$ cat src/rtl/mem_req_ctrl_pkg.sv
// Shared types for the MEM-stage load/store controller: memory op encoding,
// controller state encoding and the op-to-width helper.
package mem_req_ctrl_pkg;

  typedef enum logic [2:0] {
    MEM_NO = 3'd0,
    MEM_D  = 3'd1,
    MEM_W  = 3'd2,
    MEM_H  = 3'd3,
    MEM_B  = 3'd4,
    MEM_UW = 3'd5,
    MEM_UH = 3'd6,
    MEM_UB = 3'd7
  } mem_op_enum;

  typedef logic [1:0] mem_ctrl_state_t;

  localparam mem_ctrl_state_t ST_IDLE = 2'd0;
  localparam mem_ctrl_state_t ST_REQ  = 2'd1;
  localparam mem_ctrl_state_t ST_WAIT = 2'd2;
  localparam mem_ctrl_state_t ST_DONE = 2'd3;

  function automatic logic [3:0] op_width(input mem_op_enum op);
    case (op)
      MEM_D:          op_width = 4'd8;
      MEM_W, MEM_UW:  op_width = 4'd4;
      MEM_H, MEM_UH:  op_width = 4'd2;
      MEM_B, MEM_UB:  op_width = 4'd1;
      default:        op_width = 4'd0;
    endcase
  endfunction

endpackage

$ cat src/rtl/mem_width_decode.sv
// Combinational decode of a memory op and byte offset into access width,
// byte-write mask and misalignment flag.
module mem_width_decode
  import mem_req_ctrl_pkg::*;
(
  input  mem_op_enum  mem_op,
  input  logic [2:0]  addr_lo,
  output logic [3:0]  width,
  output logic [7:0]  wmask,
  output logic        misalign
);

  logic [7:0] mask_base;

  always_comb begin
    width     = op_width(mem_op);
    mask_base = 8'h00;
    misalign  = 1'b0;
    case (width)
      4'd8: begin
        mask_base = 8'hFF;
        misalign  = (addr_lo != 3'd0);
      end
      4'd4: begin
        mask_base = 8'h0F;
        misalign  = (addr_lo[1:0] != 2'd0);
      end
      4'd2: begin
        mask_base = 8'h03;
        misalign  = addr_lo[0];
      end
      4'd1: begin
        mask_base = 8'h01;
        misalign  = 1'b0;
      end
      default: begin
        mask_base = 8'h00;
        misalign  = 1'b0;
      end
    endcase
    wmask = mask_base << addr_lo;
  end

endmodule

$ cat src/rtl/mem_req_ctrl.sv
// MEM-stage load/store controller: captures one access from EX/MEM, issues it to
// data memory over valid/ready, waits for load data with a timeout, and pulses completion.
module mem_req_ctrl
  import mem_req_ctrl_pkg::*;
#(
  parameter int unsigned ADDR_W       = 64,
  parameter int unsigned RESP_TIMEOUT = 256
) (
  input  logic              clk,
  input  logic              rst,
  input  logic              in_valid,
  input  logic              in_re,
  input  logic              in_we,
  input  mem_op_enum        in_mem_op,
  input  logic [ADDR_W-1:0] in_alu_res,
  input  logic [63:0]       in_rs2,
  output logic              stall,
  output logic              mem_req_valid,
  input  logic              mem_req_ready,
  output logic [ADDR_W-1:0] mem_addr,
  output logic              mem_wen,
  output logic [63:0]       mem_wdata,
  output logic [7:0]        mem_wmask,
  input  logic              mem_resp_valid,
  input  logic [63:0]       mem_rdata,
  output logic              out_valid,
  output logic [63:0]       out_read_data,
  output logic [3:0]        out_width,
  output mem_op_enum        out_mem_op,
  output logic [ADDR_W-1:0] out_alu_res,
  output logic              out_misalign,
  output logic              out_timeout
);

  localparam int unsigned CNT_W   = (RESP_TIMEOUT > 1) ? $clog2(RESP_TIMEOUT) : 1;
  localparam int unsigned TO_LAST = (RESP_TIMEOUT == 0) ? 0 : RESP_TIMEOUT - 1;

  mem_ctrl_state_t   state_q, state_d;
  mem_op_enum        op_q, op_d;
  logic [ADDR_W-1:0] addr_q, addr_d;
  logic [63:0]       rs2_q, rs2_d;
  logic              wen_q, wen_d;
  logic [3:0]        width_q, width_d;
  logic [7:0]        wmask_q, wmask_d;
  logic [63:0]       rdata_q, rdata_d;
  logic              misalign_q, misalign_d;
  logic              timeout_q, timeout_d;
  logic [CNT_W-1:0]  cnt_q, cnt_d;

  logic [3:0] dec_width;
  logic [7:0] dec_wmask;
  logic       dec_misalign;
  logic       access;

  mem_width_decode u_width_decode (
    .mem_op   (in_mem_op),
    .addr_lo  (in_alu_res[2:0]),
    .width    (dec_width),
    .wmask    (dec_wmask),
    .misalign (dec_misalign)
  );

  assign access = in_valid & (in_re | in_we) & (in_mem_op != MEM_NO);

  always_comb begin
    state_d    = state_q;
    op_d       = op_q;
    addr_d     = addr_q;
    rs2_d      = rs2_q;
    wen_d      = wen_q;
    width_d    = width_q;
    wmask_d    = wmask_q;
    rdata_d    = rdata_q;
    misalign_d = misalign_q;
    timeout_d  = timeout_q;
    cnt_d      = cnt_q;
    case (state_q)
      ST_IDLE: begin
        if (access) begin
          // in_we alone decides the direction, so a load+store pair acts as a store
          op_d       = in_mem_op;
          addr_d     = in_alu_res;
          rs2_d      = in_rs2;
          wen_d      = in_we;
          width_d    = dec_width;
          wmask_d    = in_we ? dec_wmask : 8'h00;
          rdata_d    = 64'd0;
          misalign_d = dec_misalign;
          timeout_d  = 1'b0;
          state_d    = dec_misalign ? ST_DONE : ST_REQ;
        end
      end
      ST_REQ: begin
        if (mem_req_ready) begin
          state_d = wen_q ? ST_DONE : ST_WAIT;
          cnt_d   = '0;
        end
      end
      ST_WAIT: begin
        if (mem_resp_valid) begin
          rdata_d = mem_rdata;
          state_d = ST_DONE;
        end else if ((RESP_TIMEOUT != 0) && (cnt_q == CNT_W'(TO_LAST))) begin
          timeout_d = 1'b1;
          state_d   = ST_DONE;
        end else begin
          cnt_d = cnt_q + CNT_W'(1);
        end
      end
      ST_DONE: state_d = ST_IDLE;
      default: state_d = ST_IDLE;
    endcase
  end

  always_ff @(posedge clk or posedge rst) begin
    if (rst) begin
      state_q    <= ST_IDLE;
      op_q       <= MEM_NO;
      addr_q     <= '0;
      rs2_q      <= '0;
      wen_q      <= 1'b0;
      width_q    <= '0;
      wmask_q    <= '0;
      rdata_q    <= '0;
      misalign_q <= 1'b0;
      timeout_q  <= 1'b0;
      cnt_q      <= '0;
    end else begin
      state_q    <= state_d;
      op_q       <= op_d;
      addr_q     <= addr_d;
      rs2_q      <= rs2_d;
      wen_q      <= wen_d;
      width_q    <= width_d;
      wmask_q    <= wmask_d;
      rdata_q    <= rdata_d;
      misalign_q <= misalign_d;
      timeout_q  <= timeout_d;
      cnt_q      <= cnt_d;
    end
  end

  // The completion cycle releases the pipeline so the finished instruction can advance.
  assign stall = (state_q == ST_REQ) | (state_q == ST_WAIT) | ((state_q == ST_IDLE) & access);

  assign mem_req_valid = (state_q == ST_REQ);
  assign mem_addr      = {addr_q[ADDR_W-1:3], 3'b000};
  assign mem_wen       = wen_q;
  assign mem_wdata     = rs2_q << {addr_q[2:0], 3'b000};
  assign mem_wmask     = wmask_q;

  assign out_valid     = (state_q == ST_DONE);
  assign out_read_data = rdata_q;
  assign out_width     = width_q;
  assign out_mem_op    = op_q;
  assign out_alu_res   = addr_q;
  assign out_misalign  = misalign_q;
  assign out_timeout   = timeout_q;

endmodule

$ cat config.mk
export PLATFORM = sky130hd
export DESIGN_NAME = mem_req_ctrl
export DESIGN_NICKNAME = d
export VERILOG_FILES = /design/src/rtl/mem_req_ctrl_pkg.sv /design/src/rtl/mem_width_decode.sv /design/src/rtl/mem_req_ctrl.sv
export SDC_FILE = /design/constraint.sdc
export NUM_CORES = 1
export LEC_CHECK = 0
export CELL_PAD_IN_SITES_DETAIL_PLACEMENT = 1
export CELL_PAD_IN_SITES_GLOBAL_PLACEMENT = 2
export CORE_ASPECT_RATIO = 1.4
export CORE_MARGIN = 3
export CORE_UTILIZATION = 21
export DETAILED_ROUTE_END_ITERATION = 7
export GPL_TIMING_DRIVEN = 1
export PLACE_DENSITY_LB_ADDON = 0.1
export SLEW_MARGIN = 10
export SYNTH_ARGS = -nofsm -noshare
export SYNTH_HDL_FRONTEND = slang
export SYNTH_SLANG_ARGS = --single-unit
export TNS_END_PERCENT = 1
$ cat constraint.sdc
create_clock -name clk -period 8.9 [get_ports clk]
set_input_delay 2.67 -clock clk [delete_from_list [all_inputs] [get_ports clk]]
set_output_delay 2.67 -clock clk [all_outputs]
set_load 0.1 [all_outputs]
# Word-level counts from Yosys, hierarchy flattened
# Cells that the tools add are included.
# op_classes
n_addsub,1
eq_ne,22
n_shift,2
n_mux,22
bitwise,6
reduce_logical,14
# ops
operator,count
64-bit two-way mux,2
64-bit one-hot mux with 2 select lines,1
64-bit by 6-bit left shift with 64-bit output,1
8-bit two-way mux,4
8-bit one-hot mux with 4 select lines,1
4-bit one-hot mux with 4 select lines,1
8-bit one-hot mux with 2 select lines,1
3-bit == test (second input constant),4
2-bit two-way mux,5
2-bit inequality test (second input constant),5
8-bit by 1-bit adder with 8-bit output (second input constant),1
8-bit == test (second input constant),1
2-bit one-hot mux with 4 select lines,1
4-bit AND reduction,2
8-bit by 3-bit left shift with 8-bit output,1
3-bit by 2-bit == test with 1-bit output (second input constant),2
3-bit AND reduction,2
2-bit nonzero test,3
3-bit nonzero test,2
2-bit OR reduction,3
2-bit == test (second input constant),2
4-bit by 1-bit == test with 1-bit output (second input constant),1
4-bit by 2-bit == test with 1-bit output (second input constant),1
4-bit by 3-bit == test with 1-bit output (second input constant),1
12 further kinds,19
# totals
ff_bits,220
in_bits,202
out_inout_bits,277
wordCells,78

# Longest topological paths before layout
# Gate-level depths: netlist of run 1.
# logic_depth
ltp_word,8
ltp_mapped,10
mapped_depth_nobuf,7

# Modules after synthesis
# From an unflattened synthesis of run 1, not the netlist that was laid out.
# hier_totals
hier_cells,1017
hier_area_um2,11692.5
# modules_own_cells
mod,instances,cells_per_inst,area_each_um2,seq_area_each_um2
mem_req_ctrl,1,959,11325.9,5505.3
mem_width_decode,1,58,366.6,0.0

# Worst setup path after synthesis of run 1
# OpenSTA, ideal clock, no wires.
# synth_timing
kind,register -> output
startpoint,"register addr_q[1], in the netlist out_alu_res[1]"
endpoint,output mem_wdata[24]
arrival_time_ns,3.966
t_required_ns,6.230
slack_ns,2.264
path_stages_with_launch,6
path_buffers,3
cell_sequence,dfrtp_1 -> buf_2 -> buf_4 -> buf_4 -> a211oi_1 -> a211oi_1
# synth_via
elab_chain_len,1
# synth_rtl
item,line,rtl
"start, declared",mem_req_ctrl.sv:40,"logic [ADDR_W-1:0] addr_q, addr_d;"
"start signal, assigned",mem_req_ctrl.sv:131,addr_q <= addr_d;
64-bit by 6-bit left shift with 64-bit output,mem_req_ctrl.sv:149,"assign mem_wdata = rs2_q << {addr_q[2:0], 3'b000};"
"end, declared",mem_req_ctrl.sv:22,"output logic [63:0] mem_wdata,"
# Every way passes these cells.

# Worst setup path after layout of run 1
# layout_timing
startpoint,input in_mem_op[2]
endpoint,output stall
# layout_via
elab_chain_len,4
# layout_rtl
item,line,rtl
"start, declared",mem_req_ctrl.sv:14,"input mem_op_enum in_mem_op,"
3-bit nonzero test,mem_req_ctrl.sv:63,assign access = in_valid & (in_re | in_we) & (in_mem_op != MEM_NO);
1-bit bitwise AND,mem_req_ctrl.sv:63,
1-bit bitwise AND,mem_req_ctrl.sv:144,assign stall = (state_q == ST_REQ) | (state_q == ST_WAIT) | ((state_q == ST_IDLE) & access);
1-bit bitwise OR,mem_req_ctrl.sv:144,
"end, declared",mem_req_ctrl.sv:17,"output logic stall,"
# Every way passes these cells.

==> results.cfg, run 1 <==
[yosys]
post_synth_num_cell_types = 47
synth.avg_cell_area_um2 = 8.35
synthFlopType = sky130_fd_sc_hd__dfrtp_1
ys_seq_area_share_pct = 48.4
synth_edf_count = 0
synth_seq_cells = 220
yosysWarnings = 0
number_of_instances_in_the_synthesized_netlist = 1362
asyncSetResetFlopFracSynth_pct = 100
synth.cell_area_um2 = 11400

[place]
place.port_buffers = 475
hpwl_mm = 37.5
gp_congestion = 0.791
detailed_place.area_um2 = 16200

[die]
core_region_area_um2 = 53400
ios = 479
placementRows = 100
start_util_pct = 21.3
die_y_um = 281
fp.dieW_um = 203
die_area_um2 = 57000

[critical_path]
worst_r2r_path_depth = 7
r2r_setup_slack_ns = 5.45
reg2reg_to = out_read_data[45]
worst-setup-path-type = input port to output pin
worst_ep_arrival_time_ns = 4.38
critical_path.startpoint_type = input port
cp_max_fo = 17
cp_data_required_time_ns = 6.23
setup.worst_path.end_class = output pin
r2r-start = state_q[0]

[sta]
setup_tns_ns = 0
report.final.slew_viol_count = 0
setup-violations-final = 0
fin_crit_sh_pct = 79.2
timing.max_slew.rel_slack_pct = 25.2
period_minus_slack_ns = 7.05
worst-slew-pin-transition_ns = 1.12
fmax_mhz = 142
timing.clock.skew_ns = 0.0177
rsz0062_at_grt = no
final-hold-violation-count = 0

[routing]
detail-route-antenna-nets = 0
routedWlPerCell_um = 20.4
post-route-drc-count = 0
vias_per_cell = 4.26
drt_first_pass_iters = 4
detailroute.via_count = 10475
initialDrtViolationCount = 328
wirelength_mm = 50.3

[min_path]
class_of_the_tightest_hold_or_removal_check = flip-flop to flip-flop
hold_path_end = out_width[1]
min-delay-start = out_width[1]
hold-path-cell-count = 2

[global_route]
total_routing_usage_reported_by_global_routing_pct = 17.1
grt_first_pass_wirelength_mm = 74.7
via_count_of_the_first_global_routing_pass = 11269
initial_antenna_violation_count = 9
gr-total-overflow = 0
grt_start_max_net_pins = 127

[cells_and_area]
layout-drive-gt1-share_pct = 4.77
nets = 1931
layout.cells.most_common_list = sky130_fd_sc_hd__nand2_1, sky130_fd_sc_hd__clkdlybuf4s50_1, sky130_fd_sc_hd__dfrtp_1
mostFrequentLayoutCell = sky130_fd_sc_hd__nand2_1
layout-area-overhead-vs-synth_pct = 50.0
stdcell_area_um2 = 17100

[cts]
cts_hold_buffers = 0
clock-sinks = 220
ctsHtreeMaxLevel = 1
cts.reportedPaths.clkPinSlew_ns = 0.06
cts_post_setup_buffers_inserted = 0
cts_root_buf = sky130_fd_sc_hd__clkbuf_16
cts-resized-gates = 0
clock_tree.buffer_depth = 3
cts_inserted_buffers = 27
cts_tree = built
clk_lat_worst_skew_ns = 0.55

[run_status]
status = completed

[run]
cap_violations = 0
-- state kept, by name, summed over array words and instances, names as in the netlist --
signal         cells
out_misalign       1
mem_wmask          8
out_timeout        1
rs2_q             64
out_read_data     64
out_width          4
state_q            2
out_mem_op         3
out_alu_res       64
mem_wen            1
cnt_q              8
-- worst max-delay path: stages --
cell	delay, ns
sky130_fd_sc_hd__clkdlybuf4s50_1	0.88
sky130_fd_sc_hd__nor3_4	0.12
sky130_fd_sc_hd__nor2_1	0.25
sky130_fd_sc_hd__nand2_4	0.07
sky130_fd_sc_hd__nand2b_1	0.09
sky130_fd_sc_hd__buf_4	0.29
-- metal layers --
metal	wire [µm]	GRT usage (%)	vias to the layer above	share of wire (%)
met5	13	0	-	0.026
met4	1350	4.02	2	2.7
met3	3730	5.51	48	7.4
met2	26600	32.2	306	53
met1	18600	18.6	5048	37
li1	-	-	5071	-
-- cell families (layout without fill, tap and decap cells) --
group	count (synthesis)	after routing	share of synthesized area, %
mux	83	83	7.49
flops	220	220	48.4
buf+inv	161	538	8.98
fa+ha+maj	6	6	0.660
compound gates	195	195	9.79
xor+xnor	6	6	0.462
other cells	1	8	0.0330
simple gates	690	690	24.2
-- how the worst max path moves through the flow --
| stage | start | endpoint | slack (ns) | depth (start not counted) |
|---|---|---|---|---|
| floorplan | rst | cnt_q[0] | 0.21 | 1 |
| global placement | in_mem_op[2] | stall | 1.87 | 6 |
| detailed placement | in_mem_op[2] | stall | 1.86 | 6 |
| CTS | in_mem_op[2] | stall | 1.85 | 6 |
| global route | in_mem_op[2] | stall | 1.74 | 6 |
| finish | in_mem_op[2] | stall | 1.85 | 6 |
-- cell type report --
cell class,instances,area (µm²)
clock inverters,7,110
diodes,5,12.5
repair buffers,485,4840
inverters,6,30.0
well taps,714,893
fillers,6332,36400
multi-input cells,983,4880
clock buffers,40,795
flip-flops and latches,220,5510
-- cell usage after synthesis (2+ instances only) --
cell type,number,area (µm²)
sky130_fd_sc_hd__a221oi_1,3,26.3
sky130_fd_sc_hd__o22ai_1,17,106
sky130_fd_sc_hd__ha_1,6,75.1
sky130_fd_sc_hd__buf_1,5,18.8
sky130_fd_sc_hd__or2_2,2,12.5
sky130_fd_sc_hd__buf_2,35,175
sky130_fd_sc_hd__buf_4,72,541
sky130_fd_sc_hd__o21ai_0,87,435
sky130_fd_sc_hd__xnor2_1,2,17.5
sky130_fd_sc_hd__mux2i_1,66,661
sky130_fd_sc_hd__xor2_1,4,35.0
sky130_fd_sc_hd__nor2_1,56,210
sky130_fd_sc_hd__clkbuf_2,5,25.0
sky130_fd_sc_hd__dfrtp_1,220,5510
sky130_fd_sc_hd__clkbuf_1,25,93.8
sky130_fd_sc_hd__nand4_1,3,18.8
sky130_fd_sc_hd__buf_6,13,146
sky130_fd_sc_hd__o31ai_1,3,22.5
sky130_fd_sc_hd__nand3_1,4,20.0
sky130_fd_sc_hd__nor3_1,2,10.0
sky130_fd_sc_hd__a22o_1,3,26.3
sky130_fd_sc_hd__nand3b_1,6,45.0
sky130_fd_sc_hd__a211oi_1,14,105
sky130_fd_sc_hd__and3_1,3,18.8
sky130_fd_sc_hd__nand2_1,574,2150
sky130_fd_sc_hd__a21oi_1,33,165
sky130_fd_sc_hd__a21o_1,2,15.0
sky130_fd_sc_hd__nand2b_1,5,31.3
sky130_fd_sc_hd__mux2_2,17,191
sky130_fd_sc_hd__nor2b_1,19,119
sky130_fd_sc_hd__nor3b_1,2,15.0
sky130_fd_sc_hd__o21ai_1,23,115
sky130_fd_sc_hd__inv_1,6,22.5
sky130_fd_sc_hd__and2_1,12,75.1
-- per-stage QoR --
step | util (%) | hold slack (ns) | std cells | setup WS [ns]
final | 32.0 | 0.470 | 2460 | 1.85
after floorplan | - | 0.442 | 1364 | 0.209
after detailed placement | 30.2 | 0.468 | 2408 | 1.86
after CTS | 31.9 | 0.477 | 2455 | 1.85
after global placement | 30.2 | 0.454 | 2408 | 1.87
after global routing | 31.9 | 0.505 | 2455 | 1.74
Power of run 1 is not shown: default switching activity piles up to over one toggle a cycle in this logic, so the estimate is an artifact.
==> inputs of run 2 (changes only) <==
--- a/config.mk
+++ b/config.mk
@@ -9,7 +9,7 @@
 export CELL_PAD_IN_SITES_GLOBAL_PLACEMENT = 2
 export CORE_ASPECT_RATIO = 1.4
 export CORE_MARGIN = 3
-export CORE_UTILIZATION = 21
+export CORE_UTILIZATION = 24
 export DETAILED_ROUTE_END_ITERATION = 7
 export GPL_TIMING_DRIVEN = 1
 export PLACE_DENSITY_LB_ADDON = 0.1
==> constraint.sdc (replaced) <==
create_clock -name clk -period 7.3 [get_ports clk]
set_input_delay 2.19 -clock clk [delete_from_list [all_inputs] [get_ports clk]]
set_output_delay 2.19 -clock clk [all_outputs]
set_load 0.1 [all_outputs]
==> run 2 against run 1 <==
- hold slack gained 0.0019 ns
- die area shrank 12%
- clock skew shrank 0.0071 ns
- non-clock buffer count grew 2
- cell count shrank 3.9%
- clock-buffer cell count is the same
- critical path depth shrank 3
- global-route usage grew 1.3 points
- largest cell class unchanged
- highest routed layer unchanged
==> results.cfg, run 2 (synthesis gave the netlist of run 1 again) <==
[routing]
initialDrtViolationCount = 301
wl_met2_mm = 25.1
top_layer_used = met5
post-route-drc-count = 0
detailroute.via_count = 10430
routedWlPerCell_um = 20.0
wirelength_mm = 47.3
wirelength_met1_mm = 17.9
drt_first_pass_iters = 4
met3RoutedLength_mm = 3.25
detail-route-antenna-nets = 0
vias_per_cell = 4.41

[sta]
report.final.slew_viol_count = 0
worst-slew-pin-transition_ns = 1.11
setup-violations-final = 0
rsz0062_at_grt = no
fmax_mhz = 163
final-hold-violation-count = 0
period_minus_slack_ns = 6.15
fin_crit_sh_pct = 84.2
timing.max_slew.rel_slack_pct = 25.5
timing.clock.skew_ns = 0.0106
setup_tns_ns = 0

[cells_and_area]
layout-area-overhead-vs-synth_pct = 49.5
final_cell_count_no_fill = 2363
layout.cells.most_common_list = sky130_fd_sc_hd__nand2_1, sky130_fd_sc_hd__clkdlybuf4s50_1, sky130_fd_sc_hd__dfrtp_1
layout-drive-gt1-share_pct = 5.10
n_antenna_cell = 0
mostFrequentLayoutCell = sky130_fd_sc_hd__nand2_1
nets = 1933

[critical_path]
cp_data_required_time_ns = 5.11
worst_r2r_path_depth = 7
r2r-start = state_q[0]
reg2reg_to = out_read_data[46]
worst_ep_arrival_time_ns = 3.96
worst-setup-path-type = flip-flop to output pin
cp_max_fo = 42
worstSetupStartpoint = out_alu_res[1]
setup.worst_path.end_class = output pin
critical_path.startpoint_type = flip-flop
r2r_setup_slack_ns = 4.25

[place]
place.port_buffers = 475
gp_congestion = 0.814
post-place-cells = 2313
hpwl_mm = 35.0

[global_route]
grt_first_pass_wirelength_mm = 71.4
gr-total-overflow = 0
total_routing_usage_reported_by_global_routing_pct = 18.4
grt_start_max_net_pins = 137
initial_antenna_violation_count = 1
via_count_of_the_first_global_routing_pass = 11340

[cts]
ctsHtreeMaxLevel = 1
cts_hold_buffers = 0
cts.reportedPaths.clkPinSlew_ns = 0.06
clock-sinks = 220
cts_tree = built
clock_tree.buffer_depth = 3
cts_root_buf = sky130_fd_sc_hd__clkbuf_16
clk_lat_worst_skew_ns = 0.55
cts_post_setup_buffers_inserted = 0
cts-resized-gates = 0
cts_inserted_buffers = 27

[die]
core_region_area_um2 = 46400
die_area_um2 = 50100
ios = 479
die_y_um = 264
fp.dieW_um = 190
placementRows = 93
start_util_pct = 24.5

[min_path]
min-delay-start = out_width[1]
hold_path_end = out_width[1]
hold-path-cell-count = 2
class_of_the_tightest_hold_or_removal_check = flip-flop to flip-flop

[run_status]
status = completed

[run]
cap_violations = 0
-- run 2: cell count changes in the layout (fill, tap and decap cells not counted), sizes merged --
cell      change
buf           +2
clkinvlp      +3
diode         -5
-- run 2: metal layers --
metal | global-route usage (%) | vias up
met1 | 20.2 | 5008
li1 | - | 5064
met5 | 0 | -
met3 | 5.13 | 50
met2 | 34.6 | 306
met4 | 4.68 | 2
-- run 2: per-stage QoR --
stage	setup slack [ns]	instance area, µm²	hold slack (ns)	utilization, %
finish	1.15	17000	0.472	36.6
global route	0.920	17000	0.495	36.6
CTS	1.12	17000	0.478	36.6
detailed placement	1.23	16100	0.465	34.6
global placement	1.28	16100	0.453	34.6
floorplan	1.14	11400	0.442	-
-- run 2: worst max path at each step --
stage / end / slack [ns] / depth (start not counted)
floorplan: mem_wdata[24] / 1.14 / 5
global placement: stall / 1.28 / 6
detailed placement: stall / 1.23 / 6
CTS: mem_wdata[35] / 1.12 / 3
global route: mem_wdata[54] / 0.92 / 6
finish: mem_wdata[35] / 1.15 / 3
-- run 2: area by class of cell --
| class | count | area (µm²) |
|---|---|---|
| Fill cell | 5410 | 29400 |
| Multi-Input combinational cell | 983 | 4880 |
| Clock buffer | 40 | 805 |
| Timing Repair Buffer | 487 | 4880 |
| Inverter | 6 | 26.3 |
| Sequential cell | 220 | 5510 |
| Tap cell | 617 | 772 |
| Clock inverter | 10 | 134 |
-- run 2: worst max-delay path: stages (launching register included) --
cell and delay, ns:
sky130_fd_sc_hd__dfrtp_2 1.04, sky130_fd_sc_hd__nand2b_1 0.69, sky130_fd_sc_hd__o22ai_1 0.45, sky130_fd_sc_hd__clkdlybuf4s50_1 1.21
Power of run 2 is left out for the same reason.
